===== src/rtl/ari_rigs.sv =====
// Signed arithmetic right-shift register: load a word, then shift one bit per enabled edge, up to N steps.
// All outputs are registered and update one clock after the load/shift edge; no handshake, so every qualified edge is consumed.
module ari_rigs #(
    parameter int N = 8
) (
    input  logic                     clk,
    input  logic                     rst,
    input  logic                     load,
    input  logic                     shift_en,
    input  logic signed [N:0]        a,
    output logic signed [N:0]        b,
    output logic [$clog2(N+1)-1:0]   step,
    output logic                     shift_out,
    output logic                     done
);

    localparam int SW = $clog2(N+1);
    localparam logic [SW-1:0] LAST = SW'(N);

    logic signed [N:0] r_q, r_d;
    logic [SW-1:0]     s_q, s_d;
    logic [SW-1:0]     s_inc;
    logic              so_q, so_d;
    logic              done_q, done_d;

    assign s_inc = s_q + 1'b1;

    always_comb begin
        r_d    = r_q;
        s_d    = s_q;
        so_d   = so_q;
        done_d = done_q;
        if (load) begin
            r_d    = a;
            s_d    = '0;
            so_d   = 1'b0;
            done_d = 1'b0;
        end else if (shift_en && !done_q) begin
            // MSB replicated so the result is floor(R / 2)
            r_d    = {r_q[N], r_q[N:1]};
            so_d   = r_q[0];
            s_d    = s_inc;
            done_d = (s_inc == LAST);
        end
    end

    always_ff @(posedge clk or posedge rst) begin
        if (rst) begin
            r_q    <= '0;
            s_q    <= '0;
            so_q   <= 1'b0;
            done_q <= 1'b0;
        end else begin
            r_q    <= r_d;
            s_q    <= s_d;
            so_q   <= so_d;
            done_q <= done_d;
        end
    end

    assign b         = r_q;
    assign step      = s_q;
    assign shift_out = so_q;
    assign done      = done_q;

endmodule


===== config.mk =====
export PLATFORM = sky130hd
export DESIGN_NAME = ari_rigs
export DESIGN_NICKNAME = d
export VERILOG_FILES = /design/src/rtl/ari_rigs.sv
export SDC_FILE = /design/constraint.sdc
export NUM_CORES = 1
export LEC_CHECK = 0
export ABC_AREA = 1
export BUFFER_PORTS_ARGS = -buffer_cell sky130_fd_sc_hd__buf_2
export CORE_MARGIN = 2
export CORE_UTILIZATION = 44
export CTS_BUF_LIST = sky130_fd_sc_hd__clkbuf_2 sky130_fd_sc_hd__clkbuf_4 sky130_fd_sc_hd__clkbuf_8
export CTS_CLUSTER_SIZE = 10
export DETAILED_ROUTE_END_ITERATION = 12
export GPL_ROUTABILITY_DRIVEN = 0
export PLACE_DENSITY = 0.85
export SETUP_SLACK_MARGIN = 0.5
export SLEW_MARGIN = 20
export SYNTH_ARGS = -nofsm -noshare
export SYNTH_HDL_FRONTEND = slang
export SYNTH_SLANG_ARGS = --single-unit

===== constraint.sdc =====
create_clock -name clk -period 1.11 [get_ports clk]
set_clock_uncertainty 0.15 [all_clocks]
set_input_delay 0.0555 -clock clk [delete_from_list [all_inputs] [get_ports clk]]
set_output_delay 0.0555 -clock clk [all_outputs]
set_load 0.03 [all_outputs]

==> flow_summary.ini, run 1 <==
[outcome]
outcome = finished, violations left
violations = negative hold slack, negative setup slack

[placement]
dpl.cell_count = 126
port_buffers = 27
hpwl_um = 1210

[clock_tree]
clock_latency_ns = 0.29
clockRootBuffer = clkbuf_4
cts.sinks = 15
cts_tree = done
clockBufferDepth = 2
clk_pin_slew_ns = 0.09
cts_inserted_buffers = 3
cts_max_level = 1

[grt]
grt_overflow = 0
grt_pass1_vias = 759
grt_first_pass_wirelength_um = 3420
antenna_found_initial = 0
grtUsageTotal = 0.245
grt_max_degree = 16

[critical_path]
startpoint_type = flip-flop
arrival_ns = 1.30
cp_cell_sequence = inv_2, nand2_4, nor2_4, nand3_2, o21bai_1
cpPeakStageDelay_ns = 0.43
cp-end-kind = flip-flop
crit_required_ns = 1.18
crit_type = reg2reg
crit_slowest_cell = dfrtp_2
critical_path.max_fanout = 6

[drt]
first_pass_iters = 4
ant_nets = 0
first_iter_violations = 34
wirelength_um = 2200
via_per_inst = 5.24
post_drt_wl_per_cell_um = 15.1
dr_total_vias = 765
drc = 0

[power_and_ir_drop]
leakagePower_nw = 0.617
ir_drop_mv = 0.742
power.density_nw_per_um2 = 1160

[yosys]
synth_nets = 95
yosys.cell_count.top_type = nand2_1
syn_area_um2 = 697
synth_seq_cells = 15
yosysTopAreaCell = dfrtp_1
synth.distinct_cells = 18
synthTopCellsByArea = dfrtp_1 54%, nand2_1 18%, nand3_1 5.7%, ha_1 3.6%, inv_1 2.7%
yosys_most_used_dff = dfrtp_1
synth_top_area_frac = 0.539
synth_seq_area_share = 0.539
syn_inst = 80
synth_edf_count = 0
ys_warn_count = 0
synth_commonest_cells = 33 x nand2_1, 15 x dfrtp_1, 8 x nand3_1
synthArstFlopShare = 1.00
syn_area_per_cell_um2 = 8.71

[floorplanning]
die_area_um2 = 1920
ios = 28
rows = 14
placeableCoreArea_um2 = 1490
die_h_um = 43.8
die_w_um = 43.8
initial_core_util = 0.468

[timing]
rsz0062_at_grt = yes
whs_ns = -0.402
worst_pin_slew_ns = 0.202
hold_violations = 24
report.final.slew_viol_count = 0
fmax_mhz = 812
post-route-period-util = 1.11
fin_crit_ns = 1.23
setup_viol = 18
setup_ws_ns = -0.121
max_slew_margin = 0.865

[cells_and_area]
nets = 146
layout.cells.non_filler = 146
nFillCells = 90
syn2layout_area_growth_pct = 76.3
n_antenna_cell = 0
drive_above_1_share = 0.677

[hold_path]
hp-class = in2async

[flow_run]
maxCapViolCount = 0
sequential cells by signal, summed over array words and instances, names as in the netlist:
| register | cells |
|---|---|
| step | 4 |
| done | 1 |
| shift_out | 1 |
| b | 9 |
metal layers:
layer	up-vias	wire, um	global-route usage
li1	357	-	-
met1	366	869	0.308
met2	39	1140	0.409
met3	3	161	0.0625
met4	0	28	0.0848
met5	-	0	0
final timing paths:
| check | from | end | slack [ns] | cells past startpoint |
|---|---|---|---|---|
| max | done | done | -0.12 | 5 |
| min | rst | b[4] | -0.40 | 3 |
| max reg2reg | done | done | -0.12 | 5 |
| min reg2reg | shift_out | shift_out | 0.37 | 2 |
| max in group asynchronous | rst | b[0] | 1.01 | 3 |
| min in group clk | a[7] | b[7] | -0.19 | 3 |
worst max-delay path, delay by kind of cell, from the launching register on:
kind,cells,cell delay [ns]
DFF,1,0.43
and+or+nand+nor,3,0.33
AOI/OAI and AO/OA,1,0.15
buffers and inverters,1,0.09
through the flow:
step | power (mW) | setup WS [ns] | setup TNS [ns] | area [um^2] | util
5_1_grt | 1.48 | -0.175 | -2.45 | 1230 | 0.825
4_1_cts | 1.38 | -0.110 | -1.16 | 1160 | 0.777
3_3_place_gp | 0.912 | -0.114 | -0.462 | 917 | 0.616
3_5_place_dp | 0.922 | -0.144 | -0.968 | 917 | 0.616
2_1_floorplan | 0.820 | -0.110 | -1.33 | 741 | -
6_report | 1.43 | -0.121 | -1.49 | 1230 | 0.825
timing repair:
item,CTS,global route
setup endpoints to repair,30,30
pin swaps,4,4
gates resized for setup,36,13
buffers inserted,13,3
endpoints found under the hold margin,24,24
gates cloned,0,0
area by class of cell:
| class | instances | area (um^2) | share of cell area |
|---|---|---|---|
| Tap cell | 16 | 20.0 | 0.0163 |
| Inverter | 7 | 28.8 | 0.0234 |
| Clock buffer | 4 | 30.0 | 0.0244 |
| Sequential cell | 15 | 394 | 0.321 |
| Multi-Input combinational cell | 56 | 354 | 0.288 |
| Timing Repair Buffer | 48 | 402 | 0.327 |
kinds of logic after synthesis:
| group | synth area share |
|---|---|
| AOI/OAI and AO/OA | 0.0682 |
| xor gates and xnor gates | 0.0126 |
| adders and majority gates | 0.0359 |
| buffers and inverters | 0.0610 |
| DFF | 0.539 |
| and+or+nand+nor | 0.284 |
report_power, final:
part	internal (mW)	leakage [nW]	switching, mW	total [mW]
clock	0.165	0.0184	0.188	0.352
sequential	0.597	0.172	0.0413	0.639
combinational	0.209	0.427	0.231	0.440
cells in the final DEF (no fill, tap or decap), drive strengths merged:
cell,Yosys,layout
o21ai,4,4
clkbuf,0,4
ha,2,2
o211ai,2,2
nor2,2,2
dfrtp,15,15
buf,2,48
nand2,35,35
inv,7,7
o21bai,1,1
nand3,8,8
xnor2,1,1
nand4,1,1
(Power assumes the default switching activity.)
==> inputs of run 2 (changes only) <==
--- a/config.mk
+++ b/config.mk
@@ -9,10 +9,10 @@
 export BUFFER_PORTS_ARGS = -buffer_cell sky130_fd_sc_hd__buf_2
 export CORE_MARGIN = 2
-export CORE_UTILIZATION = 44
+export CORE_UTILIZATION = 48
 export CTS_BUF_LIST = sky130_fd_sc_hd__clkbuf_2 sky130_fd_sc_hd__clkbuf_4 sky130_fd_sc_hd__clkbuf_8
 export CTS_CLUSTER_SIZE = 10
 export DETAILED_ROUTE_END_ITERATION = 12
 export GPL_ROUTABILITY_DRIVEN = 0
-export PLACE_DENSITY = 0.85
+export PLACE_DENSITY = 0.87
 export SETUP_SLACK_MARGIN = 0.5
 export SLEW_MARGIN = 20
==> constraint.sdc (replaced) <==
create_clock -name clk -period 1.3 [get_ports clk]
set_clock_uncertainty 0.15 [all_clocks]
set_input_delay 0.26 -clock clk [delete_from_list [all_inputs] [get_ports clk]]
set_output_delay 0.26 -clock clk [all_outputs]
set_load 0.03 [all_outputs]
==> flow_summary.ini, run 2 <==
[outcome]
outcome = aborted with a tool error
failing_step = 5_1_grt
stop_error = [ERROR DPL-0038] Utilization greater than 100%, impossible to legalize

[floorplanning]
die_h_um = 42.1
initial_core_util = 0.523
rows = 13
die_w_um = 42.1
ios = 28

[yosys]
syn_area_per_cell_um2 = 8.71
yosys_most_used_dff = dfrtp_1
synthTopCellsByArea = dfrtp_1 54%, nand2_1 18%, nand3_1 5.7%, ha_1 3.6%, inv_1 2.7%
syn_inst = 80
synth_top_area_frac = 0.539
synth.distinct_cells = 18
synth_edf_count = 0
synth_commonest_cells = 33 x nand2_1, 15 x dfrtp_1, 8 x nand3_1
ys_warn_count = 0
synthArstFlopShare = 1.00
yosysTopAreaCell = dfrtp_1
synth_seq_cells = 15
synth_seq_area_share = 0.539
syn_area_um2 = 697
yosys.cell_count.top_type = nand2_1
synth_nets = 95

[clock_tree]
clockBufferDepth = 2
cts_inserted_buffers = 3
cts.sinks = 15
clockRootBuffer = clkbuf_4
cts_max_level = 1

[timing]
crit_endpoint = step[1]$_DFFE_PP0P_/D
worstEndpointType = register data pin

[grt]
grt_max_degree = 16

[placement]
port_buffers = 27
hpwl_um = 1150
dpl.cell_count = 122
-- run 2: cell counts after synthesis --
No cell type changed its count.
-- run 2: per-stage QoR --
| step | hold WS, ns | area, um^2 | worst slack (ns) |
|---|---|---|---|
| after CTS | -0.196 | 1290 | 0.00000294 |
| after detailed placement | 0.118 | 893 | 0.0593 |
| after global placement | 0.115 | 893 | 0.0837 |
| after floorplan | 0.0116 | 741 | 0.0796 |
-- run 2: cell families after synthesis --
kind of cell	after synthesis	share of synthesized area
fa+ha+maj	2	0.0359
buf+inv	9	0.0610
simple gates	46	0.284
flops	15	0.539
compound gates	7	0.0682
xor+xnor	1	0.0126
-- run 2: timing repair --
item                                    in CTS
buffers inserted                            16
gates cloned                                 1
gates resized for setup                     65
hold endpoints to repair                    15
pin swaps                                   10
endpoints found under the setup margin      30
==> inputs of run 3 (changes only) <==
CORE_AREA = 2 2 63 65   (was default)
CORE_MARGIN = default   (was 2)
CORE_UTILIZATION = default   (was 48)
CTS_BUF_LIST = default   (was sky130_fd_sc_hd__clkbuf_2 sky130_fd_sc_hd__clkbuf_4 sky130_fd_sc_hd__clkbuf_8)
CTS_CLUSTER_SIZE = default   (was 10)
DIE_AREA = 0 0 65 67   (was default)
PLACE_DENSITY = default   (was 0.87)
PLACE_DENSITY_LB_ADDON = 0.15   (was default)
SETUP_SLACK_MARGIN = default   (was 0.5)
==> flow_summary.ini, run 3 (synthesis gave the netlist of run 1 again) <==
[critical_path]
crit_start = step[0]
cpPeakStageDelay_ns = 0.41
cp_cell_sequence = buf_6, buf_6
cp-end-kind = output port
rrSetupSlack_ns = 0.03
worst_r2r_endpoint = done
crit_required_ns = 0.89
rr_startpoint = step[0]
startpoint_type = flip-flop
crit_slowest_cell = dfrtp_2
arrival_ns = 0.89
reg2regPathDepth = 5
crit_end = step[0]
critical_path.max_fanout = 2
cp.buffers_inverters = 2
worst-path-stages = 2
crit_type = reg2out
cpMostUsedCell = buf_6
path_delay_family = flip-flops

[cells_and_area]
n_antenna_cell = 0
multiInputGateArea_um2 = 289
final_cell_mix = 33 x nand2_1, 23 x buf_2, 12 x dfrtp_1
seqCellArea_um2 = 379
nets = 135
fin_util = 0.289
layout_commonest_cell = nand2_1
nFillCells = 405
syn2layout_area_growth_pct = 49.7
drive_above_1_share = 0.437
layout.cells.non_filler = 167
largest_register_ff_count = 9

[outcome]
outcome = finished, violations left
violations = negative setup slack

[floorplanning]
rows = 22
placeableCoreArea_um2 = 3610
die_w_um = 65
die_h_um = 67
ios = 28
initial_core_util = 0.193
die_area_um2 = 4360

[placement]
port_buffers = 27
hpwl_um = 1350
dpl.cell_count = 157

[grt]
grt_max_degree = 13
antenna_found_initial = 0
grt_pass1_vias = 626
grtUsageTotal = 0.0954
grt_first_pass_wirelength_um = 3040
grt_overflow = 0

[flow_run]
maxCapViolCount = 0

[timing]
fmax_mhz = 767
fin_crit_ns = 1.30
report.final.slew_viol_count = 0
whs_ns = 0.0621
setup_viol = 1
post-route-period-util = 1.00
max_slew_margin = 0.804
setup_ws_ns = -0.00401
setup_tns_ns = -0.00401
rsz0062_at_grt = yes
worst_pin_slew_ns = 0.293
hold_violations = 0

[power_and_ir_drop]
leakagePower_nw = 0.539
p_switching_mw = 0.361
total_power_mw = 1.18
power_frac_comb = 0.225
sequentialPowerShare = 0.451
internal-power_mw = 0.818
power.density_nw_per_um2 = 1130
power_frac_clock = 0.324
sw_frac_of_total = 0.306
ir_drop_mv = 0.425

[drt]
via_per_inst = 3.94
wirelength_um = 1840
first_iter_violations = 40
ant_nets = 0
drc = 0
post_drt_wl_per_cell_um = 11.0
first_pass_iters = 4
dr_total_vias = 658

[clock_tree]
clk_pin_slew_ns = 0.07
cts_tree = done
cts_inserted_buffers = 3
clockRootBuffer = clkbuf_8
clock_latency_ns = 0.25
cts.sinks = 15
clockBufferDepth = 2
cts_max_level = 1

[hold_path]
hp-class = in2reg
-- run 3: repair_timing --
item                                    CTS  global route
endpoints found under the hold margin     5             0
hold buffers                              1             0
endpoints found under the setup margin    2             8
resized for setup                         8             3
pin swaps                                 3             2
setup buffers                             3             2
-- run 3: per-stage QoR --
stage / worst slack (ns) / instance area, um^2
detailed placement: 0.0243 / 908
floorplan: 0.0149 / 699
CTS: -0.0132 / 1010
global placement: 0.0545 / 908
finish: -0.00401 / 1040
global route: -0.0448 / 1040
-- run 3: power by group through the flow --
stage	Sequential [mW]	Combinational [mW]	Clock, mW
floorplan	0.617	0.0720	0
global placement	0.542	0.235	0
detailed placement	0.542	0.236	0
CTS	0.533	0.257	0.398
global route	0.537	0.291	0.433
finish	0.531	0.265	0.383
-- run 3: worst reg2reg max path: cells and delay by family, from the launching register on --
kind | cells | cell delay, ns
AND/OR/NAND/NOR | 1 | 0.08
flip-flops | 1 | 0.41
adder cells (fa/ha/maj) | 1 | 0.18
buffers and inverters | 1 | 0.14
XOR/XNOR | 1 | 0.14
AO/OA/AOI/OAI | 1 | 0.11
-- run 3: routing by layer --
metal,global-route usage,share of wire,vias to the layer above
li1,-,-,335
met1,0.103,0.42,306
met2,0.170,0.52,15
met3,0.0372,0.042,2
met4,0.0319,0.015,0
met5,0,0,-
-- run 3: cell type report --
cell class,count,share of cell area
clock buffers,3,0.0396
clock inverters,1,0.00480
inverters,7,0.0252
well taps,48,0.0576
repair buffers,37,0.233
multi-input cells,56,0.277
flip-flops and latches,15,0.363
-- run 3: how the worst min path moves through the flow --
stage,start,end,slack (ns),depth (start not counted)
2_1_floorplan,rst,b[0],0.01,1
3_3_place_gp,rst,b[3],0.07,2
3_5_place_dp,rst,b[3],0.07,2
4_1_cts,a[8],b[8],0.06,3
5_1_grt,a[7],b[7],0.07,3
6_report,a[8],b[8],0.06,3
